==> config.mk <==
export PLATFORM = sky130hd
export DESIGN_NAME = div_iter
export DESIGN_NICKNAME = d
export VERILOG_FILES = /design/src/rtl/div_pkg.sv /design/src/rtl/div_step.sv /design/src/rtl/div_iter.sv
export SDC_FILE = /design/constraint.sdc
export NUM_CORES = 1
export LEC_CHECK = 0
export CAP_MARGIN = 5
export CORE_UTILIZATION = 25
export DETAILED_ROUTE_END_ITERATION = 6
export PLACE_DENSITY = 0.45
export SLEW_MARGIN = 20
export SYNTH_ARGS = -nofsm -noshare
export SYNTH_HDL_FRONTEND = slang
export SYNTH_SLANG_ARGS = --single-unit
==> constraint.sdc <==
create_clock -name clk -period 12.5 [get_ports clk]
set_clock_uncertainty 0.2 [all_clocks]
set_input_delay 1.25 -clock clk [delete_from_list [all_inputs] [get_ports clk]]
set_output_delay 1.25 -clock clk [all_outputs]
set_load 0.005 [all_outputs]
==> src/rtl/div_pkg.sv <==
// ----------------------------------------------------------------------------
// div_pkg: shared types and constants for the iterative divider.  Rev 1.0
// ----------------------------------------------------------------------------
`default_nettype none

package div_pkg;

  typedef enum logic [1:0] {
    IDLE = 2'd0,
    BUSY = 2'd1,
    DONE = 2'd2
  } div_state_t;

  localparam int DIV_WIDTH = 32;
  localparam int DIV_CNT_W = $clog2(DIV_WIDTH);
  localparam logic [DIV_WIDTH-1:0] DIV_Z_QUOT = '1;

endpackage

`default_nettype wire

==> src/rtl/div_step.sv <==
// ----------------------------------------------------------------------------
// div_step: one combinational restoring-division iteration on {rem, quot}.  Rev 1.0
// ----------------------------------------------------------------------------
`default_nettype none

module div_step
  import div_pkg::*;
#(
  parameter int WIDTH = DIV_WIDTH
) (
  input  logic [WIDTH-1:0] rem_i,
  input  logic [WIDTH-1:0] quot_i,
  input  logic [WIDTH-1:0] div_i,
  output logic [WIDTH-1:0] rem_o,
  output logic [WIDTH-1:0] quot_o
);

  logic [WIDTH:0] shifted;
  logic [WIDTH:0] diff;

  // The partial remainder is always below the divisor, so the shifted value
  // fits in WIDTH+1 bits and diff's MSB is a true sign bit.
  assign shifted = {rem_i, quot_i[WIDTH-1]};
  assign diff    = shifted - {1'b0, div_i};

  assign rem_o  = diff[WIDTH] ? shifted[WIDTH-1:0] : diff[WIDTH-1:0];
  assign quot_o = {quot_i[WIDTH-2:0], ~diff[WIDTH]};

endmodule

`default_nettype wire

==> src/rtl/div_iter.sv <==
// ----------------------------------------------------------------------------
// div_iter: iterative MIPS DIV/DIVU unit with hazard stall request.
// Optional build macro DIV_EARLY_OUT_EN: skip iterations when |a| < |b|.  Rev 1.0
// ----------------------------------------------------------------------------
`default_nettype none

module div_iter
  import div_pkg::*;
#(
  parameter int WIDTH = DIV_WIDTH
) (
  input  logic             clk,
  input  logic             resetn,
  input  logic             start_i,
  input  logic             signed_i,
  input  logic [WIDTH-1:0] a_i,
  input  logic [WIDTH-1:0] b_i,
  input  logic             annul_i,
  output logic             stall_o,
  output logic             ready_o,
  output logic [WIDTH-1:0] quot_o,
  output logic [WIDTH-1:0] rem_o
);

  localparam int CNT_W = $clog2(WIDTH);

  div_state_t       state_q, state_d;
  logic [CNT_W-1:0] cnt_q, cnt_d;
  logic [WIDTH-1:0] rem_q, rem_d;
  logic [WIDTH-1:0] quot_q, quot_d;
  logic [WIDTH-1:0] div_q, div_d;
  logic [WIDTH-1:0] res_quot_q, res_quot_d;
  logic [WIDTH-1:0] res_rem_q, res_rem_d;
  logic             negq_q, negq_d;
  logic             negr_q, negr_d;

  logic             go;
  logic [WIDTH-1:0] a_abs, b_abs;
  logic [WIDTH-1:0] step_rem, step_quot;

  assign go    = start_i & ~annul_i;
  assign a_abs = (signed_i & a_i[WIDTH-1]) ? -a_i : a_i;
  assign b_abs = (signed_i & b_i[WIDTH-1]) ? -b_i : b_i;

  div_step #(.WIDTH(WIDTH)) u_step (
    .rem_i  (rem_q),
    .quot_i (quot_q),
    .div_i  (div_q),
    .rem_o  (step_rem),
    .quot_o (step_quot)
  );

  // Results land in the output registers on the edge into DONE, so they are
  // valid in the same cycle ready_o is raised.
  always_comb begin
    state_d    = state_q;
    cnt_d      = cnt_q;
    rem_d      = rem_q;
    quot_d     = quot_q;
    div_d      = div_q;
    negq_d     = negq_q;
    negr_d     = negr_q;
    res_quot_d = res_quot_q;
    res_rem_d  = res_rem_q;
    case (state_q)
      IDLE: begin
        if (go) begin
          negq_d = signed_i & (a_i[WIDTH-1] ^ b_i[WIDTH-1]);
          negr_d = signed_i & a_i[WIDTH-1];
          div_d  = b_abs;
          rem_d  = '0;
          quot_d = a_abs;
          if (b_i == '0) begin
            state_d    = DONE;
            res_quot_d = {WIDTH{DIV_Z_QUOT[0]}};
            res_rem_d  = a_i;
          end
`ifdef DIV_EARLY_OUT_EN
          else if (a_abs < b_abs) begin
            state_d    = DONE;
            res_quot_d = '0;
            res_rem_d  = a_i;
          end
`endif
          else begin
            state_d = BUSY;
            cnt_d   = CNT_W'(WIDTH - 1);
          end
        end
      end
      BUSY: begin
        // A dropped start without annul is treated exactly like an annul.
        if (!go) begin
          state_d = IDLE;
        end else begin
          rem_d  = step_rem;
          quot_d = step_quot;
          cnt_d  = cnt_q - CNT_W'(1);
          if (cnt_q == '0) begin
            state_d    = DONE;
            res_quot_d = negq_q ? -step_quot : step_quot;
            res_rem_d  = negr_q ? -step_rem : step_rem;
          end
        end
      end
      DONE:    state_d = IDLE;
      default: state_d = IDLE;
    endcase
  end

  always_ff @(posedge clk or negedge resetn) begin
    if (!resetn) begin
      state_q    <= IDLE;
      cnt_q      <= '0;
      rem_q      <= '0;
      quot_q     <= '0;
      div_q      <= '0;
      negq_q     <= 1'b0;
      negr_q     <= 1'b0;
      res_quot_q <= '0;
      res_rem_q  <= '0;
    end else begin
      state_q    <= state_d;
      cnt_q      <= cnt_d;
      rem_q      <= rem_d;
      quot_q     <= quot_d;
      div_q      <= div_d;
      negq_q     <= negq_d;
      negr_q     <= negr_d;
      res_quot_q <= res_quot_d;
      res_rem_q  <= res_rem_d;
    end
  end

  assign stall_o = go & (state_q != DONE);
  assign ready_o = (state_q == DONE) & ~annul_i;
  assign quot_o  = res_quot_q;
  assign rem_o   = res_rem_q;

endmodule

`default_nettype wire

# After elaboration in Yosys (flattened, before gate mapping)
# Cells that the tools add are included.
# word_totals
register_bits	169
wordCells	72
out_inout_bits	66
input_bits	69
# classes
n_addsub	6
bitwise_logic	9
reduce_logical	9
n_eq_ne	9
muxes	30
# ops
operator	n
$mux 32	17
$pmux 32 s2	4
$neg 32->32	4
$sub 33x32->33	1
$logic_not 32->1	1
$mux 5	3
$ne 2x2->1 const B	6
$pmux 5 s2	1
$mux 2	4
$and 1x1->1	6
$logic_not 5->1	1
$reduce_and 5->1	1
$sub 5x1->5 const B	1
$pmux 2 s2	1
$reduce_and 2->1	2
$reduce_and 4->1	1
$ne 3x3->1 const B	1
$reduce_and 3->1	1
$eq 2x1->1 const B	1
$eq 2x2->1 const B	1
$logic_not 2->1	1
$not 1->1	2
$reduce_bool 2->1	1
$xor 1x1->1	1

# Longest topological paths before layout
# depth
ltp_word	7
ltp_mapped	27
mapped_depth_nobuf	24

# By module
# From an unflattened synthesis, not the netlist that was laid out.
# hier_totals
cells_unflattened	1448
area_unflattened_um2	12181.7
# modules_own_cells
mod	cells_per_inst	area_per_inst_um2	seq_area_each_um2	instances
div_iter	1112	9590.4	4229.1	1
div_step	336	2591.2	0.0	1

# Least setup slack after synthesis
# Ideal clock, no wire load.
# synth_timing
path_type	register to register
from	register quot_q[31]
to	register res_rem_q[20], in the netlist rem_o[20]
required_ps	12173
n_path_buf	3
synth_period_minus_slack_ps	5185
arrival_time_ps	4858
setup_slack_ps	7315
stages_incl_launch_ff	27
setup_time_ps	127
path_cell_list	dfrtp_1 > inv_1 > ha_1 > inv_1 > fa_1 > nand3_1 > a211o_1 > a211o_1 > a21oi_4 > o31a_2 > nor2_4 > inv_2 > buf_4 > buf_2 > buf_2 > nor2_1 > a21oi_1 > ha_1 > inv_1 > a2111oi_0 > nand4bb_1 > or3_1 > o211ai_1 > o21ai_0 > a21oi_1 > mux2i_1 > nand3_1
# synth_between
elab_chain_len	7
# synth_rtl
item	line	text
from (decl)	div_iter.sv:30	logic [WIDTH-1:0] quot_q, quot_d;
from (signal assigned)	div_iter.sv:126	quot_q <= quot_d;
$sub 33x32->33	div_step.sv:24	assign diff = shifted - {1'b0, div_i};
$mux 32 (*)	div_step.sv:26	assign rem_o = diff[WIDTH] ? shifted[WIDTH-1:0] : diff[WIDTH-1:0];
$neg 32->32	div_iter.sv:102	res_rem_d = negr_q ? -step_rem : step_rem;
$mux 32 (*)	div_iter.sv:102	
$mux 32 (*)	div_iter.sv:99	if (cnt_q == '0) begin
$mux 32 (*)	div_iter.sv:93	if (!go) begin
$pmux 32 s2 (*)	div_iter.sv:65	case (state_q)
to (signal assigned)	div_iter.sv:131	res_rem_q <= res_rem_d;
to (decl)	div_iter.sv:33	logic [WIDTH-1:0] res_rem_q, res_rem_d;
# Every way passes the cells marked *; elsewhere a longest branch is shown, timed or not. The select of a mux whose other input is x is not followed.
# A chain may end at the register's enable or synchronous reset.

# Worst setup path in the final report
# layout_timing
from	register rem_q[18]
to	register res_rem_q[20], in the netlist rem_o[20]
# layout_between
elab_chain_len	7
# layout_rtl
item	line	text
from (decl)	div_iter.sv:29	logic [WIDTH-1:0] rem_q, rem_d;
from (signal assigned)	div_iter.sv:125	rem_q <= rem_d;
$sub 33x32->33	div_step.sv:24	
$mux 32 (*)	div_step.sv:26	
$neg 32->32	div_iter.sv:102	
$mux 32 (*)	div_iter.sv:102	
$mux 32 (*)	div_iter.sv:99	
$mux 32 (*)	div_iter.sv:93	
$pmux 32 s2 (*)	div_iter.sv:65	
# Marks and branches as above.

==> flow_summary.ini <==
[logic_synthesis]
synthArstFlopShare = 1.00
syn_avg_cell_area_um2 = 7.93
synth_warnings = 0
synth_edf_count = 0
syn_inst = 1556
ys.flop_type = dfrtp_1
syn_nets = 1664
syn_area_um2 = 12300
seq_area_frac_synth = 0.343
synth.distinct_cells = 84
ys_ff_latch = 169

[sta]
post-route-period-util = 0.481
finalSetupViolCount = 0
hold_violations = 0
finalWorstSetupSlack_ns = 6.49
fmax_mhz = 166
max_slew_margin = 0.271
tightest_slew_ns = 1.09
slew_violations = 0
period_needed_ns = 6.01
finalSetupTns_ns = 0
whs_ns = 0.278
rsz0062_at_grt = no

[clock_tree]
cts_resized = 0
cts_tree = yes
cts.sink_count = 169
htreeDepth = 4
clockRootBuffer = clkbuf_16
clock_path_buffers = 2
post_cts_buffers = 0
cts-buffers-inserted = 17
cts.clk_slew.worst_paths_ns = 0.08
ctsHoldBuffers = 0
clk_latency_ns = 0.47

[grt]
grt_util_met2 = 0.269
grtUsageMet1 = 0.247
busiest_layer = met2
grt_pass1_vias = 11300
gr-usage-met3 = 0.0290
grt_max_degree = 80
overflow = 0
grt_pass1_wl_um = 67100
gr-usage-all-layers = 0.172
antenna_found_initial = 0

[route]
drc = 0
totalWireLength_um = 42600
drt-wirelength-per-cell_um = 18.4
vias = 11400
first_pass_iters = 6
drt_iter0_drc = 845
via_per_inst = 4.94
ant_nets = 0

[run]
maxCapViolCount = 0

[final_layout]
multiInputGateArea_um2 = 7570
nNetsFinal = 1749
area_growth_pct = 21.2
final_cell_mix = nand2_1 (189), nor2_1 (176), dfrtp_1 (169)
regArea_um2 = 4230
antenna_cells = 0
final_layout_size_suffix_gt1_frac = 0.0508
n_fill_cell = 5173
layout_commonest_cell = nand2_1
fin_cells = 2317
final_area_um2 = 14900
post-route-util = 0.307

[worst_setup_path]
r2r_end = rem_o[20]
reg2reg_depth = 21
startpoint = rem_q[18]
crit_path_end = rem_o[20]
worst_setup_path_end_kind = register
critPathArrivalTime_ns = 6.16
required_ns = 12.65
reg2reg_setup_slack_ns = 6.49
worst-path-max-fanout = 50
setup.worst_path.start_class = register
worstSetupPathType = register to register
r2r_start = rem_q[18]

[pwr]
finalPower_mw = 2.29
power_density_nw_per_um2 = 153
vdd_ir_drop_max_mv = 0.102
p_leak_nw = 6.01

[placed_design]
gp_congestion = 0.880
dp_slack_ns = 6.50
hpwl_um = 32200
place_area_um2 = 14300
port_buffers = 134
dp_cells = 2286

[floorplanning]
fp.dieW_um = 224
die_h_um = 224
core_um2 = 48700
ios = 135
initial_core_util = 0.253
die_area_um2 = 50200
num_rows = 81

[worst_hold_path]
hold_class = register to register

[status]
outcome = finished clean
-- worst max-delay path: stages, from the launching register on --
cell,delay (ns)
dfrtp_1,0.45
ha_1,0.51
nand2_1,0.14
o21ai_0,0.26
nand4_1,0.15
a211oi_1,0.64
o31a_2,0.34
nor2_4,0.06
inv_2,0.10
buf_4,0.48
nor2_1,0.08
a21oi_1,0.25
ha_1,0.23
inv_1,0.08
a2111oi_0,0.33
nand4bb_1,0.22
or3_1,0.41
o211ai_1,0.25
o21ai_0,0.19
a21oi_1,0.19
mux2i_1,0.22
nand3_1,0.08
-- report_power, final --
group	switching [mW]	leakage [nW]	internal (mW)	total [mW]
logic	0.465	3.65	0.410	0.875
registers	0.120	2.05	0.683	0.803
clock network	0.265	0.314	0.346	0.611
-- layout make-up --
cell class | count | share of cell area
inverter | 56 | 0.0141
clock inverter | 13 | 0.0141
clock buffer | 18 | 0.0294
sequential | 169 | 0.283
tap | 664 | 0.0556
multi-input combinational | 1248 | 0.506
timing repair buffer | 149 | 0.0974
-- kinds of logic (layout without fill, tap and decap cells) --
group	count (synthesis)	after routing	synth area share
AO/OA/AOI/OAI	478	478	0.238
XOR/XNOR	133	133	0.0945
flip-flops	169	169	0.343
AND/OR/NAND/NOR	572	572	0.218
buffers and inverters	139	236	0.0446
multiplexers	26	26	0.0213
adder cells (fa/ha/maj)	39	39	0.0402
-- Yosys cell counts, types with 8 or more instances --
master,n,area share
ha_1,38,0.039
o31ai_1,29,0.018
a21oi_1,149,0.060
xor2_1,81,0.058
a31oi_1,15,0.0076
o41ai_1,15,0.011
nand2_1,189,0.058
nand4_1,13,0.0066
o21ai_0,149,0.060
inv_1,54,0.016
nor4_1,19,0.0096
o21a_1,9,0.0055
dfrtp_1,169,0.34
or3_1,26,0.013
a221oi_1,19,0.013
nand2b_1,11,0.0056
and3_1,21,0.011
o22ai_1,9,0.0046
a21o_1,8,0.0049
clkbuf_1,58,0.018
nand3_1,14,0.0057
buf_2,20,0.0081
nor2_1,179,0.054
and2_1,10,0.0051
or4_1,9,0.0055
xnor2_1,52,0.037
a211oi_1,12,0.0073
nor3_1,41,0.017
mux2i_1,24,0.019
-- registers in the layout (all words and copies together) (netlist names) --
name     flops
rem_o       32
quot_q      32
rem_q       32
div_q       32
negq_q       1
negr_q       1
quot_o      32
state_q      2
cnt_q        5
-- how the worst min path moves through the flow --
stage | from | to | slack, ns | depth (start not counted)
after floorplan | div_q[10] | div_q[10] | 0.25 | 2
after global placement | div_q[24] | div_q[24] | 0.27 | 2
after detailed placement | div_q[16] | div_q[16] | 0.27 | 2
after CTS | div_q[10] | div_q[10] | 0.29 | 2
after global routing | div_q[23] | div_q[23] | 0.30 | 2
final | div_q[21] | div_q[21] | 0.28 | 2
-- layer usage --
| layer | part of all wire | up-vias |
|---|---|---|
| met3 | 0.043 | 26 |
| met4 | 0.012 | 0 |
| met2 | 0.45 | 264 |
| met5 | 0 | - |
| met1 | 0.50 | 5405 |
| li1 | - | 5749 |
No activity file was read; power rests on OpenSTA's default activity.
